--- config.mk ---
export PLATFORM = sky130hd
export DESIGN_NAME = tdm_scan8_flat
export DESIGN_NICKNAME = d
export VERILOG_FILES = /design/src/rtl/tdm_scan8_pkg.sv /design/src/rtl/tdm_scan8_if.sv /design/src/rtl/tdm_scan8_dwell_timer.sv /design/src/rtl/tdm_scan8.sv /design/src/flat_wrapper.sv
export SDC_FILE = /design/constraint.sdc
export NUM_CORES = 1
export LEC_CHECK = 0
export CAP_MARGIN = 20
export CORE_ASPECT_RATIO = 1.1
export CORE_MARGIN = 2
export CORE_UTILIZATION = 35
export DETAILED_ROUTE_END_ITERATION = 8
export PLACE_DENSITY = 0.63
export SLEW_MARGIN = 25
export SYNTH_ARGS = -nofsm -noshare
export SYNTH_HDL_FRONTEND = slang
export SYNTH_SLANG_ARGS = --single-unit
--- constraint.sdc ---
create_clock -name clk -period 1.8 [get_ports clk]
set_input_delay 0.27 -clock clk [delete_from_list [all_inputs] [get_ports clk]]
set_output_delay 0.27 -clock clk [all_outputs]
set_load 0.02 [all_outputs]
--- src/rtl/tdm_scan8_pkg.sv ---
// Shared types and constants for the 8-channel TDM scanner.
package tdm_scan8_pkg;

  typedef enum logic [1:0] {
    StIdle = 2'd0,
    StScan = 2'd1,
    StDone = 2'd2
  } state_e;

  localparam int unsigned NumChan    = 8;
  localparam int unsigned ChanWidth  = $clog2(NumChan);
  localparam logic [ChanWidth-1:0] LastChan = 3'd7;
  localparam int unsigned DwellWidth = 4;

endpackage

--- src/rtl/tdm_scan8_if.sv ---
// Request/frame inputs and selector-facing outputs of the TDM scanner.
interface tdm_scan8_if;
  import tdm_scan8_pkg::*;

  logic                  start;
  logic [7:0]            iFrame;
  logic [DwellWidth-1:0] iDwell;
  logic [7:0]            oData;
  logic                  A;
  logic                  B;
  logic                  C;
  logic                  valid;
  logic                  busy;
  logic                  done;

  modport master (
    output start, iFrame, iDwell,
    input  oData, A, B, C, valid, busy, done
  );

  modport slave (
    input  start, iFrame, iDwell,
    output oData, A, B, C, valid, busy, done
  );

endinterface

--- src/rtl/tdm_scan8_dwell_timer.sv ---
// Per-channel dwell counter: counts 0..limit while enabled, flags the last cycle.
module dwell_timer
  import tdm_scan8_pkg::*;
#(
  parameter int unsigned Width = DwellWidth
) (
  input  logic             clk,
  input  logic             rst,
  input  logic             clear_i,
  input  logic             en_i,
  input  logic [Width-1:0] limit_i,
  output logic             tc_o
);

  logic [Width-1:0] count_q;

  // Terminal count only means something while the count is advancing.
  assign tc_o = en_i && (count_q == limit_i);

  // Counter clears on reset/clear and wraps to zero at terminal count.
  always_ff @(posedge clk) begin
    if (rst || clear_i) begin
      count_q <= '0;
    end else if (en_i) begin
      count_q <= tc_o ? '0 : count_q + 1'b1;
    end
  end

endmodule

--- src/rtl/tdm_scan8.sv ---
// Scans a captured 8-bit frame across an 8-channel selector, one channel per dwell period.
module tdm_scan8
  import tdm_scan8_pkg::*;
(
  input logic        clk,
  input logic        rst,
  tdm_scan8_if.slave bus
);

  state_e                state_q;
  logic [ChanWidth-1:0]  chan_q;
  logic [DwellWidth-1:0] dwell_q;
  logic [7:0]            data_q;
  logic                  valid_q;
  logic                  busy_q;
  logic                  done_q;
  logic                  timer_clr;
  logic                  timer_en;
  logic                  dwell_tc;

  assign timer_en  = (state_q == StScan);
  assign timer_clr = !timer_en;

  dwell_timer #(
    .Width(DwellWidth)
  ) u_dwell_timer (
    .clk    (clk),
    .rst    (rst),
    .clear_i(timer_clr),
    .en_i   (timer_en),
    .limit_i(dwell_q),
    .tc_o   (dwell_tc)
  );

  // Control FSM; every output is a register updated here.
  always_ff @(posedge clk) begin
    if (rst) begin
      state_q <= StIdle;
      chan_q  <= '0;
      dwell_q <= '0;
      data_q  <= 8'h00;
      valid_q <= 1'b0;
      busy_q  <= 1'b0;
      done_q  <= 1'b0;
    end else begin
      case (state_q)
        StIdle: begin
          if (bus.start) begin
            data_q  <= bus.iFrame;
            dwell_q <= bus.iDwell;
            chan_q  <= '0;
            valid_q <= 1'b1;
            busy_q  <= 1'b1;
            state_q <= StScan;
          end
        end
        StScan: begin
          if (dwell_tc) begin
            // Explicit terminal compare: the channel never wraps within a frame.
            if (chan_q == LastChan) begin
              chan_q  <= '0;
              valid_q <= 1'b0;
              done_q  <= 1'b1;
              state_q <= StDone;
            end else begin
              chan_q <= chan_q + 1'b1;
            end
          end
        end
        StDone: begin
          done_q  <= 1'b0;
          busy_q  <= 1'b0;
          state_q <= StIdle;
        end
        default: begin
          chan_q  <= '0;
          valid_q <= 1'b0;
          busy_q  <= 1'b0;
          done_q  <= 1'b0;
          state_q <= StIdle;
        end
      endcase
    end
  end

  assign bus.oData = data_q;
  assign bus.A     = chan_q[2];
  assign bus.B     = chan_q[1];
  assign bus.C     = chan_q[0];
  assign bus.valid = valid_q;
  assign bus.busy  = busy_q;
  assign bus.done  = done_q;

endmodule

--- src/flat_wrapper.sv ---
// flat-port wrapper written by rule: the top's interface ports become plain ports
module tdm_scan8_flat import tdm_scan8_pkg::*;
  (clk, rst, bus_start, bus_iFrame, bus_iDwell, bus_oData, bus_A, bus_B, bus_C, bus_valid, bus_busy, bus_done);
  tdm_scan8_if bus_i ();
  input logic clk;
  input logic rst;
  input wire logic [$bits(bus_i.start)-1:0] bus_start;
  input wire logic [$bits(bus_i.iFrame)-1:0] bus_iFrame;
  input wire logic [$bits(bus_i.iDwell)-1:0] bus_iDwell;
  output wire logic [$bits(bus_i.oData)-1:0] bus_oData;
  output wire logic [$bits(bus_i.A)-1:0] bus_A;
  output wire logic [$bits(bus_i.B)-1:0] bus_B;
  output wire logic [$bits(bus_i.C)-1:0] bus_C;
  output wire logic [$bits(bus_i.valid)-1:0] bus_valid;
  output wire logic [$bits(bus_i.busy)-1:0] bus_busy;
  output wire logic [$bits(bus_i.done)-1:0] bus_done;
  assign bus_i.start = bus_start;
  assign bus_i.iFrame = bus_iFrame;
  assign bus_i.iDwell = bus_iDwell;
  assign bus_oData = bus_i.oData;
  assign bus_A = bus_i.A;
  assign bus_B = bus_i.B;
  assign bus_C = bus_i.C;
  assign bus_valid = bus_i.valid;
  assign bus_busy = bus_i.busy;
  assign bus_done = bus_i.done;
  tdm_scan8 u_core (.clk(clk), .rst(rst), .bus(bus_i));
endmodule
==> impl_results.md, run 1 <==
* Fraction of layout cells with a size suffix above 1 at 0.0889
* Final ANT Viol Nets at 0
* Crit Path Max Fanout at 4
* First-pass GRT wire length at around 3000 um
* Slew Viols, Final at 0
* Largest net degree at the start of global routing at 15
* # hold bufs at CTS at 0
* Cts bufs inserted at 3
* Status: finished clean
* CTS tree: done
* Area grow syn2layout at 37.7%
* Worst min path class: flop to flop
* Area share of fa/ha/maj cells after synthesis at 0.0397
* Filler Cell Count at 249
* Critical path's largest stage delay at 620 ps
* Yosys top cell by area: dfxtp_1
* Slew @ Worst Pin at between 300 and 400 ps
* Setup Skew at between 6 and 7 ps
* Mapped Cells at 105
* # clock sinks at 24
* Crit-path cells: clkdlybuf4s50_1
* Final Critical Period at 1600 ps
* Final setup viols at 0
* Period utilization at 0.887
* Critical Path AT at ~1300 ps
* Standard-cell row count at 19
* Critical path's slowest cell: clkdlybuf4s50_1
* Worst-case vdd ir drop at 640 uV
* Drt initial violations at 4
* Die Footprint at 0.00313 mm^2
* Xor and xnor area share after synthesis at 0.0635
* Gr usage total at 0.131
* Drt pass-1 iters at 4
* Syn_nets at 123
* Post-place setup slack at 242 ps
* Slew HR at 0.738
* DP Wirelength at around 1400 um
* I/O Buffers at 28
* Share of the yosys chip area belonging to registers at 0.508
* Layout Nets at 154
* Clk buf depth at 2
* Postcts setup bufs at 0
* I/O pin count at 29
* Worst path required time at 1530 ps
* Setup WS post-layout at 203 ps
* Setup TNS at 0 ps
* Number of global-route vias before repair at roughly 740
* CP Capture Type: output port
* Simple-Gate Fraction of Synth Area at 0.212
* WP buf/inv at 1
* Remaining global-route overflow at 0
* CTS root buf: clkbuf_4
* WL/cell at 10.6 um
* Count of cell types in the netlist at 23
* Area of the mapped netlist at around 950 um^2
* R2r setup slk at 330 ps
* Initial antenna violation count at 0
* Resize count post-CTS at 0
* RSZ-0062 raised after global routing: no
* Critical setup path kind: flop to output port
* H-tree depth at 1
* Hold Fails Final Rpt at 0
* Max Cap Violations at 0
* Routability congestion estimate at 0.780
* Post-layout power at 1.05 mW
* Die Y at 58.5 um
* Setup crit start kind: flop
* Area contributors post-synth: dfxtp_1 51%, nand2_1 11%, a21oi_1 6.9%
* Post-synthesis compound-gate area fraction at 0.151
* Worst-Skew Late Latency at 310 ps
* Power Dens Cells at 806 mW/mm^2
* CORE AREA at 0.00254 mm^2
* Ant. Diodes at 0
* Most frequent cells in the layout: 28 x nand2_1, 28 x clkdlybuf4s50_1, 24 x dfxtp_1
* Avg Vias per Cell at 4.67
* Top delay family on crit path: buffers and inverters
* P_leak at ~0.53 nW
* Drt drc at 0
* Clk slew on worst S/H paths at roughly 130 ps
* Ys Warns at 0
* FF+latch count, synth at 24
* Vias at around 780
* Die X at 53.6 um
* Avg Cell Area, Syn at about 9.0 um^2
* Final WL at 1770 um
* Mux share of post-synthesis cell area at 0
* Peak Freq at 0.626 GHz
* Largest family of logic cells by synthesized area: simple AND/OR/NAND/NOR gates
* Proportion of netlist area held by the largest area contributor at 0.508
* Starting Density at 0.372
-- final timing paths --
path              cells past startpoint                                to                                    startpoint
setup reg to reg                      4     u_core.chan_q[1]$_SDFFE_PP0P_  u_core.u_dwell_timer.count_q[0]$_SDFFE_PP0P_
setup / recovery                      1                             bus_C                 u_core.chan_q[0]$_SDFFE_PP0P_
hold / removal                        2  u_core.bus.oData[2]$_SDFFE_PP0P_              u_core.bus.oData[2]$_SDFFE_PP0P_
hold reg to reg                       2  u_core.bus.oData[2]$_SDFFE_PP0P_              u_core.bus.oData[2]$_SDFFE_PP0P_
-- flip-flops by register name, summed over array words and instances, names as in the netlist --
signal / cells
u_core.dwell_q: 4
u_core.u_dwell_timer.count_q: 4
u_core.bus.valid: 1
u_core.state_q: 2
u_core.bus.done: 1
u_core.bus.oData: 8
u_core.chan_q: 3
u_core.bus.busy: 1
-- cell usage after synthesis --
master and n:
nand3_1 1, ha_1 3, a21oi_1 13, or2_2 1, o2bb2ai_1 1, o41ai_4 1, buf_2 2, nor2_1 9
a32o_1 1, nand2_2 1, dfxtp_1 24, xor2_2 1, nand2b_1 3, xor2_1 4, nor4_1 1, and2_1 1
o21ai_0 1, a22o_1 3, clkbuf_1 3, inv_1 1, nand2_1 28, nor3b_2 1, xnor2_1 1
-- area by class of cell --
type | instances | area, um^2 | area share
Inverter | 1 | 3.75 | 0.00288
Sequential cell | 24 | 480 | 0.369
Multi-Input combinational cell | 75 | 440 | 0.338
Clock buffer | 4 | 36.3 | 0.0279
Timing Repair Buffer | 31 | 303 | 0.232
Tap cell | 31 | 38.8 | 0.0298
-- through the flow --
step | hold WS, ps | std cells | instance area, um^2 | utilization
finish | 463 | 166 | 1300 | 0.512
global placement | 440 | 162 | 1270 | 0.498
CTS | 465 | 166 | 1300 | 0.512
detailed placement | 450 | 162 | 1270 | 0.498
global route | 477 | 166 | 1300 | 0.512
floorplan | 406 | 105 | 946 | -
-- cell families (layout without fill, tap and decap cells) --
| group | count (synthesis) | after routing |
|---|---|---|
| buf+inv | 6 | 36 |
| flops | 24 | 24 |
| simple gates | 46 | 46 |
| xor+xnor | 6 | 6 |
| compound gates | 20 | 20 |
| fa+ha+maj | 3 | 3 |
-- layer usage --
layer / track usage / vias to the layer above / share of wire
met4: 0.0549 / 0 / 0
li1: - / 407 / -
met5: 0 / - / 0
met1: 0.154 / 345 / 0.43
met2: 0.210 / 24 / 0.50
met3: 0.0508 / 0 / 0.074
-- report_power, final --
part           internal (mW)  leakage, nW  switching [mW]
sequential             0.561        0.196          0.0195
combinational         0.0985        0.308          0.0943
clock                  0.123       0.0210           0.154
total                  0.783        0.525           0.267
(Power assumes the default switching activity.)
==> inputs of run 2 (changes only) <==
--- a/config.mk
+++ b/config.mk
@@ -10,6 +10,7 @@
 export CORE_MARGIN = 2
 export CORE_UTILIZATION = 35
 export DETAILED_ROUTE_END_ITERATION = 8
+export MAX_ROUTING_LAYER = met4
 export PLACE_DENSITY = 0.63
 export SLEW_MARGIN = 25
 export SYNTH_ARGS = -nofsm -noshare
==> run 2 against run 1 <==
Net effect: sequential share of layout area unchanged; clock power about the same; non-clock buffer count unchanged; clock-buffer cell count stayed put; die area did not move; global-route usage up 0.38 points.
==> impl_results.md, run 2 (same netlist as run 1, synthesis figures left out) <==
* Status: finished clean
* Remaining global-route overflow at 0
* Post-place setup slack at 242 ps
* Sw Pwr at 0.267 mW
* Fraction of layout cells with a size suffix above 1 at 0.0889
* Top delay family on crit path: buffers and inverters
* Critical setup path kind: flop to output port
* Largest net degree at the start of global routing at 15
* Fin util at 0.512
* Drt initial violations at 10
* Design Area, Final at ~0.0013 mm^2
* Placed cells at 162
* Worst Hold Slack at 463 ps
* Avg Vias per Cell at 4.70
* WL met1 at 777 um
* Clk slew on worst S/H paths at 130 ps
* WP buf/inv at 1
* Hold Fails Final Rpt at 0
* Crit-path cells: clkdlybuf4s50_1
* Worst path required time at 1530 ps
* Final setup viols at 0
* Max Cap Violations at 0
* Power Dens Cells at 806 mW/mm^2
* Final ANT Viol Nets at 0
* P_leak at 0.525 nW
* Routed wire length on met2 at 873 um
* Slew Viols, Final at 0
* CTS tree: done
* Ant. Diodes at 0
* Setup Skew at 6.65 ps
* Number of global-route vias before repair at 738
* Initial antenna violation count at 0
* Routability congestion estimate at 0.790
* Period utilization at 0.887
* Post-Layout Cell Count at 166
* Setup TNS at 0 ps
* Slew HR at 0.738
* I/O pin count at 29
* Final WL at 1770 um
* I/O Buffers at 28
* Clk network pwr share at 0.264
* Worst-Skew Late Latency at 310 ps
* Postcts setup bufs at 0
* Gr usage total at 0.134
* Critical Path AT at roughly 1300 ps
* # hold bufs at CTS at 0
* Met3 wire length at 114 um
* Vias at 781
* Standard-cell row count at 19
* Crit Path Max Fanout at 4
* Area grow syn2layout at 37.7%
* # clock sinks at 24
* First-pass GRT wire length at between 3000 and 4000 um
* Cts bufs inserted at 3
* Drt drc at 0
* DP Wirelength at 1380 um
* Starting Density at 0.372
* Slew @ Worst Pin at 391 ps
* Worst min path class: flop to flop
* Top Metal Used: met3
* Die X at between 50 and 60 um
* Net switching share of the total power at 0.255
* CTS root buf: clkbuf_4
* Largest register FFs at 8
* Resize count post-CTS at 0
* Setup crit start kind: flop
* WL/cell at 10.6 um
* Int Pwr at 0.783 mW
* Worst-case vdd ir drop at approximately 640 uV
* Drt pass-1 iters at 3
* H-tree depth at 1
* Most frequent cells in the layout: 28 x nand2_1, 28 x clkdlybuf4s50_1, 24 x dfxtp_1
* Area after DPL at approximately 0.0013 mm^2
* Layout Nets at around 150
* Peak Freq at 0.626 GHz
* Post-layout power at 1.05 mW
* RSZ-0062 raised after global routing: no
* Setup WS post-layout at 203 ps
* Part of the power in registers at 0.553
* CORE AREA at 0.00254 mm^2
* CP Capture Type: output port
* Gate power share at 0.184
* Critical path's largest stage delay at 620 ps
* Die Footprint at roughly 0.0031 mm^2
* Final Critical Period at 1600 ps
* Clk buf depth at 2
* Die Y at 58.5 um
* Critical path's slowest cell: clkdlybuf4s50_1
## run 2: cell type report
| cell class | instances | area (um^2) |
|---|---|---|
| clock buffers | 4 | 36.3 |
| inverters | 1 | 3.75 |
| repair buffers | 31 | 303 |
| flip-flops and latches | 24 | 480 |
| fillers | 249 | 1240 |
| well taps | 31 | 38.8 |
| multi-input cells | 75 | 440 |
## run 2: worst paths after layout
check,startpoint,endpoint,slack [ps],depth (start not counted)
max,u_core.chan_q[0]$_SDFFE_PP0P_,bus_C,200,1
min,u_core.bus.oData[2]$_SDFFE_PP0P_,u_core.bus.oData[2]$_SDFFE_PP0P_,460,2
max reg2reg,u_core.u_dwell_timer.count_q[0]$_SDFFE_PP0P_,u_core.chan_q[1]$_SDFFE_PP0P_,330,4
min reg2reg,u_core.bus.oData[2]$_SDFFE_PP0P_,u_core.bus.oData[2]$_SDFFE_PP0P_,460,2
## run 2: routing by layer
metal,vias up,global-route usage
li1,407,-
met1,350,0.158
met2,24,0.210
met3,0,0.0431
met4,0,0.0549
met5,-,-
## run 2: power by group through the flow
stage | clock network [mW] | registers (mW) | logic [mW]
after floorplan | 0 | 0.614 | 0.0839
after global placement | 0 | 0.592 | 0.192
after detailed placement | 0 | 0.593 | 0.195
after CTS | 0.292 | 0.581 | 0.196
after global routing | 0.307 | 0.585 | 0.213
final | 0.277 | 0.580 | 0.193
==> inputs of run 3 (changes only) <==
--- a/config.mk
+++ b/config.mk
@@ -6,12 +6,11 @@
 export NUM_CORES = 1
 export LEC_CHECK = 0
 export CAP_MARGIN = 20
-export CORE_ASPECT_RATIO = 1.1
 export CORE_MARGIN = 2
-export CORE_UTILIZATION = 35
+export CORE_UTILIZATION = 44
 export DETAILED_ROUTE_END_ITERATION = 8
 export MAX_ROUTING_LAYER = met4
-export PLACE_DENSITY = 0.63
+export PLACE_DENSITY = 0.76
 export SLEW_MARGIN = 25
 export SYNTH_ARGS = -nofsm -noshare
 export SYNTH_HDL_FRONTEND = slang
==> run 3 against run 2 <==
Net effect: combinational power is essentially flat; cell area increased by 0.19%; clock-buffer cell count unchanged; first-iteration DRC count is 40% lower; largest cell class unchanged; largest power group unchanged; highest routed layer is now met4.
==> impl_results.md, run 3 (same netlist as run 1, synthesis figures left out) <==
* Status: finished clean
* Filler Cell Count at 178
* Critical setup path kind: flop to output port
* Crit Path Max Fanout at 4
* Clk slew on worst S/H paths at 130 ps
* Clk buf depth at 2
* Layout Nets at 155
* Worst-Skew Late Latency at 310 ps
* Final ANT Viol Nets at 0
* Die X at approximately 50 um
* Max Cap Violations at 0
* Part of the power in registers at 0.552
* Period utilization at 0.886
* CTS tree: done
* I/O Buffers at 28
* Setup Skew at approximately 4.4 ps
* Slew HR at 0.748
* Peak Freq at around 0.63 GHz
* Die Y at 50.4 um
* CTS root buf: clkbuf_4
* First-pass GRT wire length at 3240 um
* Postcts setup bufs at 0
* Gate power share at 0.185
* CORE AREA at between 0.002 and 0.0025 mm^2
* DP Wirelength at approximately 1500 um
* Critical Path AT at roughly 1300 ps
* Net switching share of the total power at 0.255
* Drt initial violations at 6
* Final Critical Period at between 1500 and 2000 ps
* Drt pass-1 iters at 4
* Gr usage total at 0.173
* Remaining global-route overflow at 0
* Critical path's largest stage delay at 620 ps
* Largest net degree at the start of global routing at 15
* # hold bufs at CTS at 0
* Cts bufs inserted at 3
* Setup TNS at 0 ps
* Clk network pwr share at 0.263
* # clock sinks at 24
* Most frequent cells in the layout: 28 x nand2_1, 28 x clkdlybuf4s50_1, 24 x dfxtp_1
* Critical path's slowest cell: clkdlybuf4s50_1
* Worst-case vdd ir drop at around 520 uV
* Ant. Diodes at 0
* P_leak at 0.530 nW
* Largest register FFs at 8
* Area grow syn2layout at 38.0%
* Sw Pwr at about 0.27 mW
* WP buf/inv at 1
* Final WL at between 1500 and 2000 um
* Top delay family on crit path: buffers and inverters
* Fraction of layout cells with a size suffix above 1 at 0.0956
* CP Capture Type: output port
* Setup crit start kind: flop
* Drt drc at 0
* Post-layout power at ~1.1 mW
* Initial antenna violation count at 0
* Routability congestion estimate at 0.770
* Vias at 799
* Power Dens Cells at 808 mW/mm^2
* Number of global-route vias before repair at about 800
* Worst min path class: flop to flop
* H-tree depth at 1
* Int Pwr at 0.785 mW
* Avg Vias per Cell at ~5
* Hold Fails Final Rpt at 0
* Crit-path cells: clkdlybuf4s50_1
* WL/cell at 11.4 um
* Resize count post-CTS at 0
* Standard-cell row count at 16
* Slew Viols, Final at 0
* RSZ-0062 raised after global routing: no
* Die Footprint at 0.00254 mm^2
* Final setup viols at 0
* I/O pin count at 29
* Slew @ Worst Pin at 377 ps
* Starting Density at 0.472
* Worst path required time at 1530 ps
## run 3: layer usage
metal	up-vias	wire length, um	part of all wire	track usage
met5	-	0	0	-
met1	368	816	0.44	0.184
met4	0	10	0.0054	0.0676
met2	21	942	0.51	0.316
li1	408	-	-	-
met3	2	83	0.045	0.0327
## run 3: path summary, 6_finish.rpt
path	startpoint	endpoint	slack [ps]	cells past startpoint
max	u_core.chan_q[0]$_SDFFE_PP0P_	bus_C	210	1
min	u_core.bus.oData[2]$_SDFFE_PP0P_	u_core.bus.oData[2]$_SDFFE_PP0P_	460	2
max reg2reg	u_core.u_dwell_timer.count_q[0]$_SDFFE_PP0P_	u_core.chan_q[2]$_SDFFE_PP0P_	310	4
min reg2reg	u_core.bus.oData[2]$_SDFFE_PP0P_	u_core.bus.oData[2]$_SDFFE_PP0P_	460	2
## run 3: power groups by stage
stage	Combinational (mW)	Sequential (mW)	Clock (mW)
finish	0.195	0.582	0.277
global route	0.214	0.587	0.306
CTS	0.197	0.583	0.285
detailed placement	0.196	0.594	0
global placement	0.192	0.592	0
floorplan	0.0839	0.614	0
## run 3: cell type report
cell class / instances / area (um^2) / share of cell area
timing repair buffer: 32 / 310 / 0.238
multi-input combinational: 75 / 440 / 0.337
sequential: 24 / 480 / 0.368
inverter: 1 / 3.75 / 0.00288
tap: 27 / 33.8 / 0.0259
clock buffer: 4 / 36.3 / 0.0278
## run 3: through the flow
stage          instance area [um^2]   util  cells  worst slack [ps]  hold slack [ps]
3_3_place_gp                   1270  0.634    159               277              439
5_1_grt                        1310  0.652    163               112              486
2_1_floorplan                   946      -    105               431              406
6_report                       1310  0.652    163               205              463
3_5_place_dp                   1270  0.634    159               231              448
4_1_cts                        1310  0.652    163               185              465
